<file path="config.mk">
export PLATFORM = sky130hd
export DESIGN_NAME = nova_cfg_loader
export DESIGN_NICKNAME = d
export VERILOG_FILES = /design/src/rtl/nova_cfg_loader.sv
export SDC_FILE = /design/constraint.sdc
export NUM_CORES = 1
export LEC_CHECK = 0
export ABC_AREA = 1
export ABC_CLOCK_PERIOD_IN_PS = 2800
export CORE_MARGIN = 2
export CORE_UTILIZATION = 55
export CTS_CLUSTER_SIZE = 25
export DETAILED_ROUTE_END_ITERATION = 16
export PLACE_DENSITY_LB_ADDON = 0.3
export SYNTH_ARGS = -nofsm -noshare
export SYNTH_HDL_FRONTEND = slang
export SYNTH_SLANG_ARGS = --single-unit
export TNS_END_PERCENT = 100
</file>
<file path="constraint.sdc">
create_clock -name clk -period 2.8 [get_ports clk]
set_input_delay 0.56 -clock clk [delete_from_list [all_inputs] [get_ports clk]]
set_output_delay 0.56 -clock clk [all_outputs]
set_load 0.02 [all_outputs]
</file>
<file path="src/rtl/nova_cfg_loader.sv">
// nova_cfg_loader: buffers {uid,word,last} config records and strobes them
// onto the NovaCORE fabric config port, then releases the fabric to run mode.
module nova_cfg_loader #(
  parameter int CBUS_W     = 18,
  parameter int UID_W      = 4,
  parameter int N_TILES    = 4,
  parameter int FIFO_DEPTH = 8,
  parameter int CCLK_LO    = 2,
  parameter int CCLK_HI    = 2
) (
  input  logic              clk,
  input  logic              rst,
  input  logic              s_valid,
  output logic              s_ready,
  input  logic [UID_W-1:0]  s_uid,
  input  logic [CBUS_W-1:0] s_word,
  input  logic              s_last,
  input  logic              reconfig,
  output logic              busy,
  output logic              done,
  output logic              err,
  output logic [15:0]       words_sent,
  output logic              mode,
  output logic [CBUS_W-1:0] c_bus,
  output logic [UID_W-1:0]  c_uid,
  output logic              c_clk
);

  localparam int AW   = $clog2(FIFO_DEPTH);
  localparam int DW   = 1 + UID_W + CBUS_W;
  localparam int TMAX = (CCLK_LO > CCLK_HI) ? CCLK_LO : CCLK_HI;
  localparam int TW   = $clog2(TMAX + 1);

  typedef enum logic [2:0] {
    S_IDLE,
    S_SETUP,
    S_STROBE,
    S_HOLD,
    S_RUN
  } state_e;

  logic [DW-1:0]     mem_q [FIFO_DEPTH];
  logic [AW-1:0]     wp_q, rp_q;
  logic [AW:0]       cnt_q;
  logic              full, empty, push, pop;
  logic [DW-1:0]     head;
  logic              head_last;
  logic [UID_W-1:0]  head_uid;
  logic [CBUS_W-1:0] head_word;
  logic              uid_ok;

  state_e            state_q, state_d;
  logic [TW-1:0]     tmr_q, tmr_d;
  logic              last_q, last_d;
  logic [CBUS_W-1:0] c_bus_q, c_bus_d;
  logic [UID_W-1:0]  c_uid_q, c_uid_d;
  logic              err_q, err_d;
  logic [15:0]       ws_q, ws_d;
  logic              c_clk_q, mode_q, done_q;

  assign full      = (cnt_q == (AW+1)'(FIFO_DEPTH));
  assign empty     = (cnt_q == '0);
  assign s_ready   = !full && (state_q != S_RUN);
  assign push      = s_valid && s_ready && !reconfig;
  assign head      = mem_q[rp_q];
  assign head_last = head[DW-1];
  assign head_uid  = head[CBUS_W +: UID_W];
  assign head_word = head[CBUS_W-1:0];
  assign uid_ok    = ({1'b0, head_uid} < (UID_W+1)'(N_TILES));

  always_ff @(posedge clk) begin
    if (push) begin
      mem_q[wp_q] <= {s_last, s_uid, s_word};
    end
  end

  always_ff @(posedge clk) begin
    if (rst || reconfig) begin
      wp_q  <= '0;
      rp_q  <= '0;
      cnt_q <= '0;
    end else begin
      if (push) wp_q <= wp_q + AW'(1);
      if (pop)  rp_q <= rp_q + AW'(1);
      unique case ({push, pop})
        2'b10:   cnt_q <= cnt_q + (AW+1)'(1);
        2'b01:   cnt_q <= cnt_q - (AW+1)'(1);
        default: cnt_q <= cnt_q;
      endcase
    end
  end

  always_comb begin
    state_d = state_q;
    tmr_d   = tmr_q;
    last_d  = last_q;
    c_bus_d = c_bus_q;
    c_uid_d = c_uid_q;
    err_d   = err_q;
    ws_d    = ws_q;
    pop     = 1'b0;
    unique case (state_q)
      S_IDLE: begin
        if (!empty) begin
          pop = 1'b1;
          if (uid_ok) begin
            c_bus_d = head_word;
            c_uid_d = head_uid;
            last_d  = head_last;
            tmr_d   = '0;
            state_d = S_SETUP;
          end else begin
            err_d = 1'b1;
            if (head_last) state_d = S_RUN;
          end
        end
      end
      S_SETUP: begin
        if (tmr_q == TW'(CCLK_LO - 1)) begin
          tmr_d   = '0;
          state_d = S_STROBE;
          if (ws_q != 16'hFFFF) ws_d = ws_q + 16'd1;
        end else begin
          tmr_d = tmr_q + TW'(1);
        end
      end
      S_STROBE: begin
        if (tmr_q == TW'(CCLK_HI - 1)) begin
          tmr_d   = '0;
          state_d = S_HOLD;
        end else begin
          tmr_d = tmr_q + TW'(1);
        end
      end
      S_HOLD:  state_d = last_q ? S_RUN : S_IDLE;
      S_RUN:   state_d = S_RUN;
      default: state_d = S_IDLE;
    endcase
    // Flush wins over everything, including a pop or push this cycle
    if (reconfig) begin
      state_d = S_IDLE;
      tmr_d   = '0;
      pop     = 1'b0;
      err_d   = 1'b0;
      ws_d    = '0;
    end
  end

  always_ff @(posedge clk) begin
    if (rst) begin
      state_q <= S_IDLE;
      tmr_q   <= '0;
      last_q  <= 1'b0;
      c_bus_q <= '0;
      c_uid_q <= '0;
      err_q   <= 1'b0;
      ws_q    <= '0;
      c_clk_q <= 1'b0;
      mode_q  <= 1'b1;
      done_q  <= 1'b0;
    end else begin
      state_q <= state_d;
      tmr_q   <= tmr_d;
      last_q  <= last_d;
      c_bus_q <= c_bus_d;
      c_uid_q <= c_uid_d;
      err_q   <= err_d;
      ws_q    <= ws_d;
      c_clk_q <= (state_d == S_STROBE);
      mode_q  <= (state_d != S_RUN);
      done_q  <= (state_d == S_RUN);
    end
  end

  assign busy       = (state_q == S_SETUP) || (state_q == S_STROBE) ||
                      (state_q == S_HOLD);
  assign done       = done_q;
  assign err        = err_q;
  assign words_sent = ws_q;
  assign mode       = mode_q;
  assign c_bus      = c_bus_q;
  assign c_uid      = c_uid_q;
  assign c_clk      = c_clk_q;

endmodule
</file>
==> results.json <==
{
  "outcome": "finished clean",
  "areaGrowthSynthToFinish_pct": 18.9,
  "post-cts-setup-buffers": 0,
  "cts.repair.resized": 0,
  "multi_input_area_um2": 2740,
  "grt_setup_unrepaired": "false",
  "tightestPinTransition_ns": 0.642,
  "timing.setup.critical_path_class": "register to primary output",
  "drt-pass1-iter-count": 5,
  "cts.sinks": 245,
  "fin_worst_skew_ns": 0.00867,
  "post-dp-hpwl_mm": 12.8,
  "worstHoldStart": "c_uid[3]",
  "synth-compound-area-share": 0.103,
  "portBuffers": 70,
  "pwr_density_cell_nw_per_um2": 672,
  "final_antenna_net_count": 0,
  "ctsLongestPathBuffers": 3,
  "post_synthesis_simple_gate_area_fraction": 0.156,
  "antenna_cells_inserted": 0,
  "finalSetupViolCount": 0,
  "worst-endpoint-required_ns": 2.24,
  "setup.worst_path.start": "state_q[0]",
  "grt_antenna_before_repair": 0,
  "placement_rows": 49,
  "design.portCount": 71,
  "critPathCaptureType": "primary output",
  "grt_max_degree": 91,
  "synthesized_flop_and_latch_total": 245,
  "cts-buffers-inserted": 25,
  "mappedNetlistArea_um2": 9900,
  "max_transition_viols_final": 0,
  "dieArea_um2": 19100,
  "synthCells": 899,
  "timing.slew.headroom": 0.572,
  "largest_family_of_logic_cells_by_synthesized_area": "simple AND/OR/NAND/NOR gates",
  "start_kind": "register",
  "register_area_um2": 6750,
  "fin_setup_tns_ns": 0,
  "global_route_wire_length_before_repair_mm": 34.4,
  "ir_worst_vdd_uv": 505,
  "clkSlewWorstSetupHoldPaths_ns": 0.06,
  "die_w_um": 138,
  "post_cts_hold_buffer_count": 0,
  "routed_wirelength_mm": 21.4,
  "yosys.area_share.adder": 0.00758,
  "power_leakage_nw": 4.13,
  "max_cap_viol_count": 0,
  "crit_path_max_fanout": 4,
  "finalCritPeriodShare": 0.897,
  "nets": 1012,
  "remaining_routing_drc_violations": 0,
  "fillerInstances": 1318,
  "muxShareOfSynthArea": 0,
  "cell_at_the_root_of_the_clock_tree": "clkbuf_16",
  "grt_overflow": 0,
  "finalWorstPathRequiredPeriod_ns": 2.51,
  "fp.dieH_um": 138,
  "drive_above_1_share": 0.0932,
  "routed_via_density": 5.56,
  "routed_wire_length_per_instance_um": 17.5,
  "core-area_um2": 17800,
  "yosysSeqAreaShare": 0.681,
  "finish.cell_count_without_fillers": 1227,
  "place.gp.congestion": 0.809,
  "yosysUniqueCellTypes": 38,
  "dr.first_iter.drc_count": 639,
  "fmaxAchievable_mhz": 398,
  "synth_xor_xnor_area_share": 0.00796,
  "all_layer_global_routing_usage": 0.223,
  "htreeDepth": 1,
  "via_count_of_the_first_global_routing_pass": 6723,
  "hold_viol_final": 0,
  "hp-class": "register to register",
  "start_util": 0.555,
  "tritoncts": "built",
  "detailroute.via_count": 6826,
  "ys.warnings.count": 0,
  "placedCellCount": 1181,
  "cp_data_arrival_time_ns": 1.95,
  "r2r_start": "state_q[0]",
  "clk_latency_ns": 0.51,
  "syn-num-nets": 932,
  "post_synth.cell_area_avg_um2": 11.0
}
## placed cells by master, fill, tap and decap left out, types with 5 or more instances in the layout
cell type / Yosys / routed
a21oi_1: 18 / 18
a21oi_2: 8 / 8
buf_4: 1 / 21
bufinv_16: 0 / 5
clkbuf_1: 17 / 5
clkbuf_16: 0 / 25
clkdlybuf4s50_1: 0 / 70
clkinv_1: 0 / 6
dfxtp_1: 61 / 59
edfxtp_1: 184 / 184
ha_1: 6 / 6
inv_1: 47 / 47
nand2_1: 136 / 136
nand3_1: 28 / 28
nor2_1: 187 / 179
nor2_2: 2 / 10
nor3_1: 7 / 7
o211ai_1: 20 / 20
o21ai_0: 98 / 98
o221ai_1: 20 / 20
xor2_1: 6 / 6
## per-layer routing
metal | vias to the layer above | share of wire | global-route usage
met5 | - | 0 | 0
met1 | 3280 | 0.43 | 0.301
met3 | 34 | 0.055 | 0.0274
li1 | 3278 | - | -
met4 | 0 | 0.020 | 0.0709
met2 | 234 | 0.49 | 0.381
## power by group
| group | leakage (nW) | switching (mW) | internal (mW) | total (mW) |
|---|---|---|---|---|
| clock | 0.414 | 1.31 | 2.13 | 3.44 |
| sequential | 2.16 | 0.0273 | 3.96 | 3.98 |
| combinational | 1.56 | 0.312 | 0.176 | 0.488 |
## final cells by class
| class | count | share of cell area |
|---|---|---|
| Sequential cell | 245 | 0.574 |
| Multi-Input combinational cell | 561 | 0.233 |
| Timing Repair Buffer | 95 | 0.0797 |
| Clock buffer | 31 | 0.0559 |
| Tap cell | 229 | 0.0243 |
| Clock inverter | 15 | 0.0172 |
| Inverter | 51 | 0.0167 |
## worst paths after layout
kind | endpoint | slack, ns | cells after the start
setup reg to reg | cnt_q[2] | 0.61 | 12
hold / removal | c_uid[3] | 0.44 | 2
hold reg to reg | c_uid[3] | 0.44 | 2
setup / recovery | s_ready | 0.29 | 5
## cells in the mapped netlist, drive strengths merged
library cell  number  area, um2
a211oi             1       7.51
xnor2              3       26.3
nand3b             3       22.5
dfxtp             61       1220
o22ai              2       12.5
clkbuf            17       63.8
o221ai            20        175
buf               25        176
nand3             29        150
inv               51        196
o211ai            20        150
o21a               1       7.51
edfxtp           184       5530
a31oi              1       6.26
xor2               6       52.6
or2                1       6.26
a21oi             26        160
nor2             189        714
ha                 6       75.1
nand4              5       37.5
nor3              10       77.6
nand2            139        539
o21ai             99        495
## worst max-delay path: stages, from the launching register on
cell and delay, ns:
dfxtp_1 0.36, nor2_1 0.10, nand2_1 0.09, inv_1 0.06
a31oi_1 0.19, clkdlybuf4s50_1 0.65
## cell families (layout without fill, tap and decap cells)
kind of cell,Yosys count,in the layout
AND/OR/NAND/NOR,376,376
buffers and inverters,93,192
AO/OA/AOI/OAI,170,170
adder cells (fa/ha/maj),6,6
flip-flops,245,245
XOR/XNOR,9,9
## flip-flops by register name, summed over array words and instances, names as in the netlist, named ones only
register,flops
state_q,3
cnt_q,4
mode,1
done,1
rp_q,3
words_sent,16
wp_q,3
c_bus,18
last_q,1
c_clk,1
mem_q,184
tmr_q,2
err,1
c_uid,4
## per-stage QoR
step / setup slack (ns) / power, mW / area [um2] / hold slack, ns / util
finish: 0.287 / 7.91 / 11800 / 0.444 / 0.660
global route: 0.222 / 8.16 / 11800 / 0.488 / 0.660
CTS: 0.305 / 7.97 / 11800 / 0.447 / 0.660
detailed placement: 0.153 / 4.54 / 10900 / 0.436 / 0.611
global placement: 0.232 / 4.53 / 10900 / 0.433 / 0.611
floorplan: 0.311 / 4.35 / 9900 / 0.436 / -
Power figures use the tool's default switching activity.
